### config.mk
export PLATFORM = sky130hd
export DESIGN_NAME = keypad_scanner
export DESIGN_NICKNAME = d
export VERILOG_FILES = /design/src/rtl/keypad_pkg.sv /design/src/rtl/keypad_col_sync.sv /design/src/rtl/keypad_scanner.sv
export SDC_FILE = /design/constraint.sdc
export NUM_CORES = 1
export LEC_CHECK = 0
export ABC_AREA = 0
export BUFFER_PORTS_ARGS = -buffer_cell sky130_fd_sc_hd__buf_2
export CORE_AREA = 2 2 66 68
export CTS_CLUSTER_DIAMETER = 120
export CTS_CLUSTER_SIZE = 30
export DETAILED_ROUTE_END_ITERATION = 10
export DIE_AREA = 0 0 68 70
export PLACE_DENSITY = 0.82
export SLEW_MARGIN = 10
export SYNTH_ARGS = -nofsm -noshare
export SYNTH_HDL_FRONTEND = slang
export SYNTH_SLANG_ARGS = --single-unit
### constraint.sdc
create_clock -name clock_in -period 2.9 [get_ports clock_in]
set_input_delay 0.58 -clock clock_in [delete_from_list [all_inputs] [get_ports clock_in]]
set_output_delay 0.58 -clock clock_in [all_outputs]
set_load 0.03 [all_outputs]
### src/rtl/keypad_pkg.sv
// Shared types and helpers for the 3x3 keypad scanner.
// Holds the matrix geometry, the FSM state encoding and the frame class encoding.
package keypad_pkg;

  localparam int ROWS = 3;
  localparam int COLS = 3;
  localparam logic [3:0] KEY_NONE = 4'd0;

  typedef enum logic [1:0] {
    IDLE     = 2'd0,
    DEBOUNCE = 2'd1,
    HELD     = 2'd2,
    RELEASE  = 2'd3
  } scan_state_e;

  typedef enum logic [1:0] {
    FRAME_NONE   = 2'd0,
    FRAME_SINGLE = 2'd1,
    FRAME_MULTI  = 2'd2
  } frame_class_e;

  function automatic logic [1:0] col_count(input logic [COLS-1:0] cols);
    return {1'b0, cols[0]} + {1'b0, cols[1]} + {1'b0, cols[2]};
  endfunction

  // Highest set column wins, so the frame keeps the last code found in scan order.
  function automatic logic [1:0] last_col(input logic [COLS-1:0] cols);
    logic [1:0] col_v;
    if (cols[2]) begin
      col_v = 2'd2;
    end else if (cols[1]) begin
      col_v = 2'd1;
    end else begin
      col_v = 2'd0;
    end
    return col_v;
  endfunction

  function automatic logic [3:0] key_code(input logic [1:0] row, input logic [1:0] col);
    return ({2'b00, row} * 4'd3) + {2'b00, col} + 4'd1;
  endfunction

endpackage

### src/rtl/keypad_col_sync.sv
// Two-flop synchroniser for the asynchronous column returns.
// Synchronous active-high reset clears both stages.
module keypad_col_sync #(
  parameter int WIDTH = 3
) (
  input  logic             clock_in,
  input  logic             reset_in,
  input  logic [WIDTH-1:0] async_cols,
  output logic [WIDTH-1:0] sync_cols
);

  logic [WIDTH-1:0] meta_r;
  logic [WIDTH-1:0] sync_r;

  // Two-stage capture of the column pins.
  always_ff @(posedge clock_in) begin
    if (reset_in) begin
      meta_r <= '0;
      sync_r <= '0;
    end else begin
      meta_r <= async_cols;
      sync_r <= meta_r;
    end
  end

  assign sync_cols = sync_r;

endmodule

### src/rtl/keypad_scanner.sv
// 3x3 keypad scanner: row strobing, per-frame key accumulation and a
// debounce/hold FSM that emits a validated key code with a one-cycle pulse.
module keypad_scanner
  import keypad_pkg::*;
#(
  parameter int SCAN_CYCLES     = 4,
  parameter int DEBOUNCE_FRAMES = 3
) (
  input  logic            clock_in,
  input  logic            reset_in,
  input  logic [COLS-1:0] coluna_in,
  output logic [ROWS-1:0] linha_out,
  output logic [3:0]      key_code_out,
  output logic            key_valid_out,
  output logic            key_held_out,
  output logic            multi_key_out
);

  localparam logic [7:0] SLOT_LAST = 8'(SCAN_CYCLES - 1);
  localparam logic [3:0] DB_FRAMES = 4'(DEBOUNCE_FRAMES);

  logic [COLS-1:0] col_sync_s;
  logic [7:0]      slot_r;
  logic [1:0]      row_r;
  logic [ROWS-1:0] linha_r;
  logic [1:0]      key_cnt_r;
  logic [3:0]      code_r;
  logic            slot_end_s;
  logic            frame_end_s;
  logic [2:0]      key_sum_s;
  logic [1:0]      frame_keys_s;
  logic [3:0]      frame_code_s;
  frame_class_e    frame_class_s;
  scan_state_e     state_r;
  scan_state_e     state_nx_s;
  logic [3:0]      cand_r;
  logic [3:0]      cand_nx_s;
  logic [3:0]      cnt_r;
  logic [3:0]      cnt_nx_s;
  logic [3:0]      cnt_inc_s;
  logic            accept_s;
  logic            multi_s;
  logic            held_s;
  logic [3:0]      key_code_r;
  logic            key_valid_r;
  logic            key_held_r;
  logic            multi_key_r;

  keypad_col_sync #(.WIDTH(COLS)) u_col_sync (
    .clock_in   (clock_in),
    .reset_in   (reset_in),
    .async_cols (coluna_in),
    .sync_cols  (col_sync_s)
  );

  assign slot_end_s  = (slot_r == SLOT_LAST);
  assign frame_end_s = slot_end_s && (row_r == 2'd2);

  // Slot counter and one-hot row strobe.
  always_ff @(posedge clock_in) begin
    if (reset_in) begin
      slot_r  <= 8'd0;
      row_r   <= 2'd0;
      linha_r <= 3'b001;
    end else if (slot_end_s) begin
      slot_r <= 8'd0;
      if (row_r == 2'd2) begin
        row_r   <= 2'd0;
        linha_r <= 3'b001;
      end else begin
        row_r   <= row_r + 2'd1;
        linha_r <= linha_r << 1;
      end
    end else begin
      slot_r <= slot_r + 8'd1;
    end
  end

  // Fold the current slot's sample into the running frame totals.
  always_comb begin
    key_sum_s    = {1'b0, key_cnt_r} + {1'b0, col_count(col_sync_s)};
    frame_keys_s = (key_sum_s >= 3'd2) ? 2'd2 : key_sum_s[1:0];
    if (col_sync_s != 3'b000) begin
      frame_code_s = key_code(row_r, last_col(col_sync_s));
    end else begin
      frame_code_s = code_r;
    end
    case (frame_keys_s)
      2'd0:    frame_class_s = FRAME_NONE;
      2'd1:    frame_class_s = FRAME_SINGLE;
      default: frame_class_s = FRAME_MULTI;
    endcase
  end

  // Frame accumulator, cleared at the end of every frame.
  always_ff @(posedge clock_in) begin
    if (reset_in || frame_end_s) begin
      key_cnt_r <= 2'd0;
      code_r    <= KEY_NONE;
    end else if (slot_end_s) begin
      key_cnt_r <= frame_keys_s;
      code_r    <= frame_code_s;
    end else begin
      key_cnt_r <= key_cnt_r;
      code_r    <= code_r;
    end
  end

  // FSM state register with candidate and frame counter.
  always_ff @(posedge clock_in) begin
    if (reset_in) begin
      state_r <= IDLE;
      cand_r  <= KEY_NONE;
      cnt_r   <= 4'd0;
    end else begin
      state_r <= state_nx_s;
      cand_r  <= cand_nx_s;
      cnt_r   <= cnt_nx_s;
    end
  end

  assign cnt_inc_s = cnt_r + 4'd1;

  // Next-state logic; only end-of-frame classifications move the FSM.
  always_comb begin
    state_nx_s = state_r;
    cand_nx_s  = cand_r;
    cnt_nx_s   = cnt_r;
    if (frame_end_s) begin
      case (state_r)
        IDLE: begin
          if (frame_class_s == FRAME_SINGLE) begin
            cand_nx_s = frame_code_s;
            if (DB_FRAMES == 4'd1) begin
              state_nx_s = HELD;
              cnt_nx_s   = 4'd0;
            end else begin
              state_nx_s = DEBOUNCE;
              cnt_nx_s   = 4'd1;
            end
          end else begin
            state_nx_s = IDLE;
          end
        end
        DEBOUNCE: begin
          if ((frame_class_s == FRAME_SINGLE) && (frame_code_s == cand_r)) begin
            if (cnt_inc_s >= DB_FRAMES) begin
              state_nx_s = HELD;
              cnt_nx_s   = 4'd0;
            end else begin
              cnt_nx_s = cnt_inc_s;
            end
          end else begin
            state_nx_s = IDLE;
            cnt_nx_s   = 4'd0;
          end
        end
        HELD: begin
          if (frame_class_s == FRAME_NONE) begin
            if (DB_FRAMES == 4'd1) begin
              state_nx_s = IDLE;
              cnt_nx_s   = 4'd0;
            end else begin
              state_nx_s = RELEASE;
              cnt_nx_s   = 4'd1;
            end
          end else begin
            state_nx_s = HELD;
          end
        end
        RELEASE: begin
          if (frame_class_s == FRAME_NONE) begin
            if (cnt_inc_s >= DB_FRAMES) begin
              state_nx_s = IDLE;
              cnt_nx_s   = 4'd0;
            end else begin
              cnt_nx_s = cnt_inc_s;
            end
          end else begin
            state_nx_s = HELD;
            cnt_nx_s   = 4'd0;
          end
        end
        default: begin
          state_nx_s = IDLE;
          cnt_nx_s   = 4'd0;
        end
      endcase
    end else begin
      state_nx_s = state_r;
    end
  end

  // Output decode: an accept is any frame-end entry into HELD from a non-held state.
  always_comb begin
    accept_s = frame_end_s && (state_nx_s == HELD) &&
               ((state_r == IDLE) || (state_r == DEBOUNCE));
    multi_s  = frame_end_s && (frame_class_s == FRAME_MULTI);
    held_s   = (state_nx_s == HELD) || (state_nx_s == RELEASE);
  end

  // Registered outputs.
  always_ff @(posedge clock_in) begin
    if (reset_in) begin
      key_code_r  <= KEY_NONE;
      key_valid_r <= 1'b0;
      key_held_r  <= 1'b0;
      multi_key_r <= 1'b0;
    end else begin
      key_valid_r <= accept_s;
      key_held_r  <= held_s;
      multi_key_r <= multi_s;
      if (accept_s) begin
        key_code_r <= frame_code_s;
      end else begin
        key_code_r <= key_code_r;
      end
    end
  end

  assign linha_out     = linha_r;
  assign key_code_out  = key_code_r;
  assign key_valid_out = key_valid_r;
  assign key_held_out  = key_held_r;
  assign multi_key_out = multi_key_r;

endmodule

==> flow_metrics.py, run 1 <==
metrics = {
    "status": {
        "outcome": "completed",
    },
    "synthesis": {
        "avgSynthCellArea_um2": 8.84,
        "ys.warnings.count": 0,
        "synth-edff-count": 0,
        "synthFlopType": "dfxtp_1",
        "yosys_register_bits": 42,
        "ys_top_cells_by_area": "dfxtp_1 (40%), nor2_1 (6.5%), ha_1 (6.0%)",
        "syn_inst": 236,
        "yosysTopAreaCell": "dfxtp_1",
        "synth_cell_types": 44,
        "netlist_area_um2": 2090,
        "synthesis.nets": 255,
        "ys_seq_area_share_pct": 40.3,
        "yosys.area.top_type_share_pct": 40.3,
        "synthArstFlopShare_pct": 0,
    },
    "clocking": {
        "clock_path_buffers": 2,
        "cts_tree": "yes",
        "clk_latency_ns": 0.29,
        "htree_levels": 2,
        "cts.clk_slew.worst_paths_ns": 0.08,
        "cts-root-buf": "clkbuf_8",
        "cts_made_buffers": 5,
        "cts.sinks": 42,
    },
    "finish": {
        "postLayoutCellArea_um2": 2330,
        "drive_gt1_share_pct": 15.1,
        "fill_cells": 389,
        "diodes": 0,
        "mostFrequentLayoutCell": "dfxtp_1",
        "fin_cells": 304,
        "multiInputGateArea_um2": 1140,
        "num-nets-final": 270,
        "final_cell_mix": "dfxtp_1 (42), nor2_1 (36), inv_1 (15), a21oi_1 (15), buf_2 (14)",
        "areaGrowthSynthToFinish_pct": 11.6,
        "layout.area.seq_um2": 841,
    },
    "grt": {
        "grt_max_degree": 20,
        "grt_overflow": 0,
        "grt_pass1_wl_um": 6720,
        "first_global_vias": 1547,
        "antenna_found_initial": 0,
        "track_usage_pct": 18.6,
    },
    "floorplan": {
        "rows": 24,
        "dieWidth_um": 68,
        "core-area_um2": 4140,
        "die_y_um": 70,
        "io_pins": 15,
        "dieArea_um2": 4760,
        "initial_core_util_pct": 50.3,
    },
    "critical_path": {
        "rrSetupSlack_ns": 0.14,
        "arrival_ns": 2.97,
        "rr_worst_depth": 10,
        "path_max_fanout": 4,
        "cp-endpoint": "state_r[0]",
        "path_depth": 10,
        "crit_slowest_cell": "fa_1",
        "reg2reg_to": "state_r[0]",
        "endpoint_kind": "flop",
        "path_delay_family": "adder cells",
        "cp.required_ns": 3.11,
        "r2r_start": "row_r[0]",
        "cp-start-kind": "flop",
        "cp_cell_sequence": "inv_1 > fa_1 > inv_1 > fa_1 > xor2_2 > o211a_1 > a211oi_1 > and2_1 > nand4b_1 > a211oi_1",
        "worstSetupPathType": "reg2reg",
        "max_stage_delay_ns": 0.51,
        "critPathBufInv": 2,
        "crit_start": "row_r[0]",
    },
    "timing": {
        "max_slew_margin_pct": 73.5,
        "setup_viol": 0,
        "slew_viol_final": 0,
        "hold_ws_ns": 0.442,
        "finalHoldViolCount": 0,
        "fin_worst_skew_ns": 0.00292,
        "grt_setup_unrepaired": "false",
        "fmax_mhz": 363,
        "finalCriticalPeriod_ns": 2.76,
        "fin_crit_sh_pct": 95.0,
        "tns_ns": 0,
        "tightest_slew_ns": 0.391,
    },
    "power": {
        "irDropWorstVdd_uv": 323,
        "combPwrFrac_pct": 10.9,
        "powerDensity_nw_per_um2": 507,
        "p_total_mw": 1.18,
        "p_int_mw": 0.897,
        "p_leak_nw": 1.02,
        "p_sw_mw": 0.283,
        "clockPowerShare_pct": 38.2,
        "swShare_pct": 24.0,
        "p_seq_share_pct": 50.9,
    },
    "place": {
        "dp_cells": 296,
        "place_hpwl_um": 2890,
        "gp_congestion": 0.944,
        "port_buffers": 14,
        "place_area_um2": 2200,
    },
    "run": {
        "maxCapViolCount": 0,
    },
    "hold_path": {
        "min_path_type": "reg2reg",
    },
    "routing": {
        "vias": 1669,
        "wire_per_inst_um": 12.8,
        "drc": 0,
        "wl_um": 3890,
        "ant_nets": 0,
        "dr.first_iter.drc_count": 54,
        "drt_first_pass_iters": 4,
        "vias_per_cell": 5.49,
    },
}
## through the flow
step / util [%] / worst slack (ns)
6_report: 56.2 / 0.144
5_1_grt: 56.2 / 0.00246
4_1_cts: 55.9 / 0.138
3_5_place_dp: 53.2 / 0.143
3_3_place_gp: 53.2 / 0.223
2_1_floorplan: - / 0.0851
## Yosys cell counts (3+ instances only)
| library cell | number |
|---|---|
| nand3b_1 | 3 |
| inv_1 | 15 |
| dfxtp_1 | 42 |
| a31oi_1 | 3 |
| a211oi_1 | 5 |
| fa_1 | 4 |
| and3_1 | 4 |
| xor2_1 | 7 |
| mux2i_1 | 7 |
| ha_1 | 10 |
| and2_1 | 3 |
| clkbuf_1 | 9 |
| a21oi_1 | 15 |
| nand3_1 | 10 |
| o21ai_0 | 5 |
| nor2b_1 | 7 |
| or3_1 | 3 |
| nor2_1 | 36 |
| nor3_1 | 3 |
| nand2_1 | 11 |
| a22oi_1 | 3 |
## per-layer routing
metal  global-route usage, %  share of wire (%)
met5                       0                  0
met4                    8.00                1.5
met2                    30.0                 49
met1                    23.2                 45
met3                    4.35                4.4
## power by group through the flow
stage | Combinational, mW | Sequential [mW] | Clock [mW]
detailed placement | 0.126 | 0.614 | 0
global placement | 0.122 | 0.614 | 0
finish | 0.129 | 0.601 | 0.451
global route | 0.146 | 0.602 | 0.486
CTS | 0.127 | 0.601 | 0.466
floorplan | 0.0908 | 0.618 | 0
## worst min-delay path by stage
| stage | from | endpoint | cells after the start |
|---|---|---|---|
| floorplan | u_col_sync.meta_r[0] | u_col_sync.sync_cols[0] | 1 |
| global route | u_col_sync.meta_r[0] | u_col_sync.sync_cols[0] | 1 |
| global placement | u_col_sync.meta_r[1] | u_col_sync.sync_cols[1] | 1 |
| detailed placement | u_col_sync.meta_r[2] | u_col_sync.sync_cols[2] | 1 |
| finish | u_col_sync.meta_r[2] | u_col_sync.sync_cols[2] | 1 |
| CTS | u_col_sync.meta_r[2] | u_col_sync.sync_cols[2] | 1 |
## registers in the layout, indices dropped and copies added, names as in the netlist
| register | count |
|---|---|
| row_r | 2 |
| multi_key_out | 1 |
| state_r | 2 |
| key_cnt_r | 2 |
| linha_out | 3 |
| code_r | 4 |
| u_col_sync.meta_r | 3 |
| u_col_sync.sync_cols | 3 |
| key_valid_out | 1 |
| cnt_r | 4 |
| key_code_out | 4 |
| slot_r | 8 |
| cand_r | 4 |
| key_held_out | 1 |
## worst reg2reg max path: cells and delay by family, from the launching register on
family	cells	cell delay (ns)
compound gates	3	0.66
xor+xnor	1	0.17
fa+ha+maj	2	0.97
buf+inv	2	0.18
flops	1	0.39
simple gates	2	0.32
## cell families (layout without fill, tap and decap cells)
group                    after synthesis  after routing  share of synthesized area, %
AO/OA/AOI/OAI                         39             39                          12.3
XOR/XNOR                               9              9                          3.78
adder cells (fa/ha/maj)               14             14                          9.84
multiplexers                           8              8                          3.90
buffers and inverters                 27             43                          5.64
flip-flops                            42             42                          40.3
AND/OR/NAND/NOR                       97             97                          24.2
## area by class of cell
| type | instances | area share (%) |
|---|---|---|
| multi-input combinational | 167 | 49.0 |
| sequential | 42 | 36.1 |
| timing repair buffer | 20 | 4.95 |
| clock buffer | 6 | 3.12 |
| tap | 52 | 2.80 |
| inverter | 15 | 2.42 |
| clock inverter | 2 | 1.61 |
## repair_timing
action | 4_1_cts | 5_1_grt
setup buffers | 0 | 0
endpoints found under the setup margin | 0 | 4
hold buffers | 0 | 0
gates resized for setup | 0 | 2
endpoints found under the hold margin | 0 | 0
Note: power is estimated with default switching activity, not from simulation.
==> run 2: changes to the inputs <==
--- a/config.mk
+++ b/config.mk
@@ -7,12 +7,12 @@
 export LEC_CHECK = 0
 export ABC_AREA = 0
 export BUFFER_PORTS_ARGS = -buffer_cell sky130_fd_sc_hd__buf_2
-export CORE_AREA = 2 2 66 68
+export CORE_AREA = 2 2 51 88
 export CTS_CLUSTER_DIAMETER = 120
 export CTS_CLUSTER_SIZE = 30
 export DETAILED_ROUTE_END_ITERATION = 10
-export DIE_AREA = 0 0 68 70
-export PLACE_DENSITY = 0.82
+export DIE_AREA = 0 0 53 90
+export PLACE_DENSITY = 0.81
 export SLEW_MARGIN = 10
 export SYNTH_ARGS = -nofsm -noshare
 export SYNTH_HDL_FRONTEND = slang
==> flow_metrics.py, run 2 (synthesis gave the netlist of run 1 again) <==
metrics = {
    "timing": {
        "fin_worst_skew_ns": 0.00621,
        "finalCriticalPeriod_ns": 2.72,
        "max_slew_margin_pct": 57.3,
        "finalHoldViolCount": 0,
        "tightest_slew_ns": 0.641,
        "slew_viol_final": 0,
        "tns_ns": 0,
        "setup_viol": 0,
        "fin_crit_sh_pct": 93.8,
        "fmax_mhz": 368,
    },
    "grt": {
        "grt_pass1_wl_um": 7070,
        "antenna_found_initial": 0,
        "first_global_vias": 1692,
        "grt_overflow": 0,
        "track_usage_pct": 19.4,
        "grt_max_degree": 35,
    },
    "routing": {
        "vias_per_cell": 5.63,
        "drt_first_pass_iters": 4,
        "vias": 1688,
        "dr.first_iter.drc_count": 41,
        "ant_nets": 0,
        "wire_per_inst_um": 13.6,
        "wl_um": 4080,
        "drc": 0,
    },
    "power": {
        "swShare_pct": 26.3,
        "p_seq_share_pct": 55.1,
        "p_total_mw": 1.09,
        "p_sw_mw": 0.287,
        "clockPowerShare_pct": 32.9,
        "p_leak_nw": 1.01,
        "combPwrFrac_pct": 12.0,
        "irDropWorstVdd_uv": 424,
        "p_int_mw": 0.805,
        "powerDensity_nw_per_um2": 473,
    },
    "critical_path": {
        "critPathBufInv": 2,
        "cp_cell_sequence": "inv_1 > fa_1 > inv_1 > fa_1 > xor2_2 > o211a_1 > a211oi_2 > and2_1 > nand4b_1 > a211oi_2",
        "worstSetupPathType": "reg2reg",
        "crit_slowest_cell": "fa_1",
        "cp-start-kind": "flop",
        "max_stage_delay_ns": 0.48,
        "path_max_fanout": 4,
        "cp.required_ns": 3.11,
        "arrival_ns": 2.93,
        "endpoint_kind": "flop",
        "path_delay_family": "adder cells",
    },
    "finish": {
        "multiInputGateArea_um2": 1150,
        "largest_register_ffs": 8,
        "drive_gt1_share_pct": 16.7,
        "mostFrequentLayoutCell": "dfxtp_1",
        "top_register": "slot_r",
        "diodes": 0,
        "final_cell_mix": "dfxtp_1 (40), nor2_1 (36), inv_1 (15), a21oi_1 (15), buf_2 (14)",
        "num-nets-final": 270,
        "fin_cells": 300,
        "fill_cells": 374,
        "layout.area.seq_um2": 843,
        "postLayoutCellArea_um2": 2310,
        "utilization_pct": 56.7,
        "areaGrowthSynthToFinish_pct": 10.7,
    },
    "clocking": {
        "clk_latency_ns": 0.30,
        "cts_made_buffers": 5,
        "post_cts_buffers": 0,
        "clock_path_buffers": 2,
        "cts.sinks": 42,
        "htree_levels": 2,
        "cts.clk_slew.worst_paths_ns": 0.08,
        "cts_tree": "yes",
        "cts-root-buf": "clkbuf_8",
    },
    "floorplan": {
        "rows": 31,
        "dieWidth_um": 53,
        "die_y_um": 90,
        "initial_core_util_pct": 51.2,
        "core-area_um2": 4070,
        "io_pins": 15,
        "dieArea_um2": 4770,
    },
    "place": {
        "place_hpwl_um": 2970,
        "place_area_um2": 2200,
        "port_buffers": 14,
        "dp_cells": 293,
        "gp_congestion": 0.881,
    },
    "hold_path": {
        "min_path_type": "reg2reg",
    },
    "status": {
        "outcome": "completed",
    },
    "run": {
        "maxCapViolCount": 0,
    },
}
run 2: layout make-up:
class | instances | area share [%]
Clock buffer | 5 | 2.98
Tap cell | 49 | 2.65
Sequential cell | 42 | 36.5
Clock inverter | 2 | 0.650
Timing Repair Buffer | 20 | 4.98
Multi-Input combinational cell | 167 | 49.8
Inverter | 15 | 2.44
run 2: stage by stage:
step / setup WS (ns) / hold WS [ns]
finish: 0.180 / 0.446
global route: -0.00436 / 0.462
CTS: 0.113 / 0.452
detailed placement: 0.151 / 0.429
global placement: 0.175 / 0.423
floorplan: 0.0851 / 0.414
run 2: path summary, 6_finish.rpt:
| path | start | end | slack, ns | depth (start not counted) |
|---|---|---|---|---|
| worst min register to register | u_col_sync.meta_r[1] | u_col_sync.sync_cols[1] | 0.45 | 1 |
| worst max register to register | row_r[1] | state_r[0] | 0.18 | 10 |
| worst max-delay path | row_r[1] | state_r[0] | 0.18 | 10 |
| worst min-delay path | u_col_sync.meta_r[1] | u_col_sync.sync_cols[1] | 0.45 | 1 |
run 2: metal layers:
layer  vias to the layer above  GRT usage (%)  part of all wire [%]
li1                        837              -                     -
met1                       808           20.3                    39
met2                        28           34.1                    54
met3                        15           3.32                   2.9
met4                         0           11.5                   3.9
met5                         -              0                     0
run 2: what timing repair did:
action	4_1_cts	5_1_grt
hold buffers	0	0
gates resized for setup	0	6
setup endpoints to repair	0	9
run 2: power by group through the flow:
stage	clock network [mW]	registers [mW]	logic [mW]
after global routing	0.387	0.604	0.146
after floorplan	0	0.618	0.0908
after global placement	0	0.614	0.122
after detailed placement	0	0.614	0.126
final	0.360	0.602	0.131
after CTS	0.368	0.601	0.127
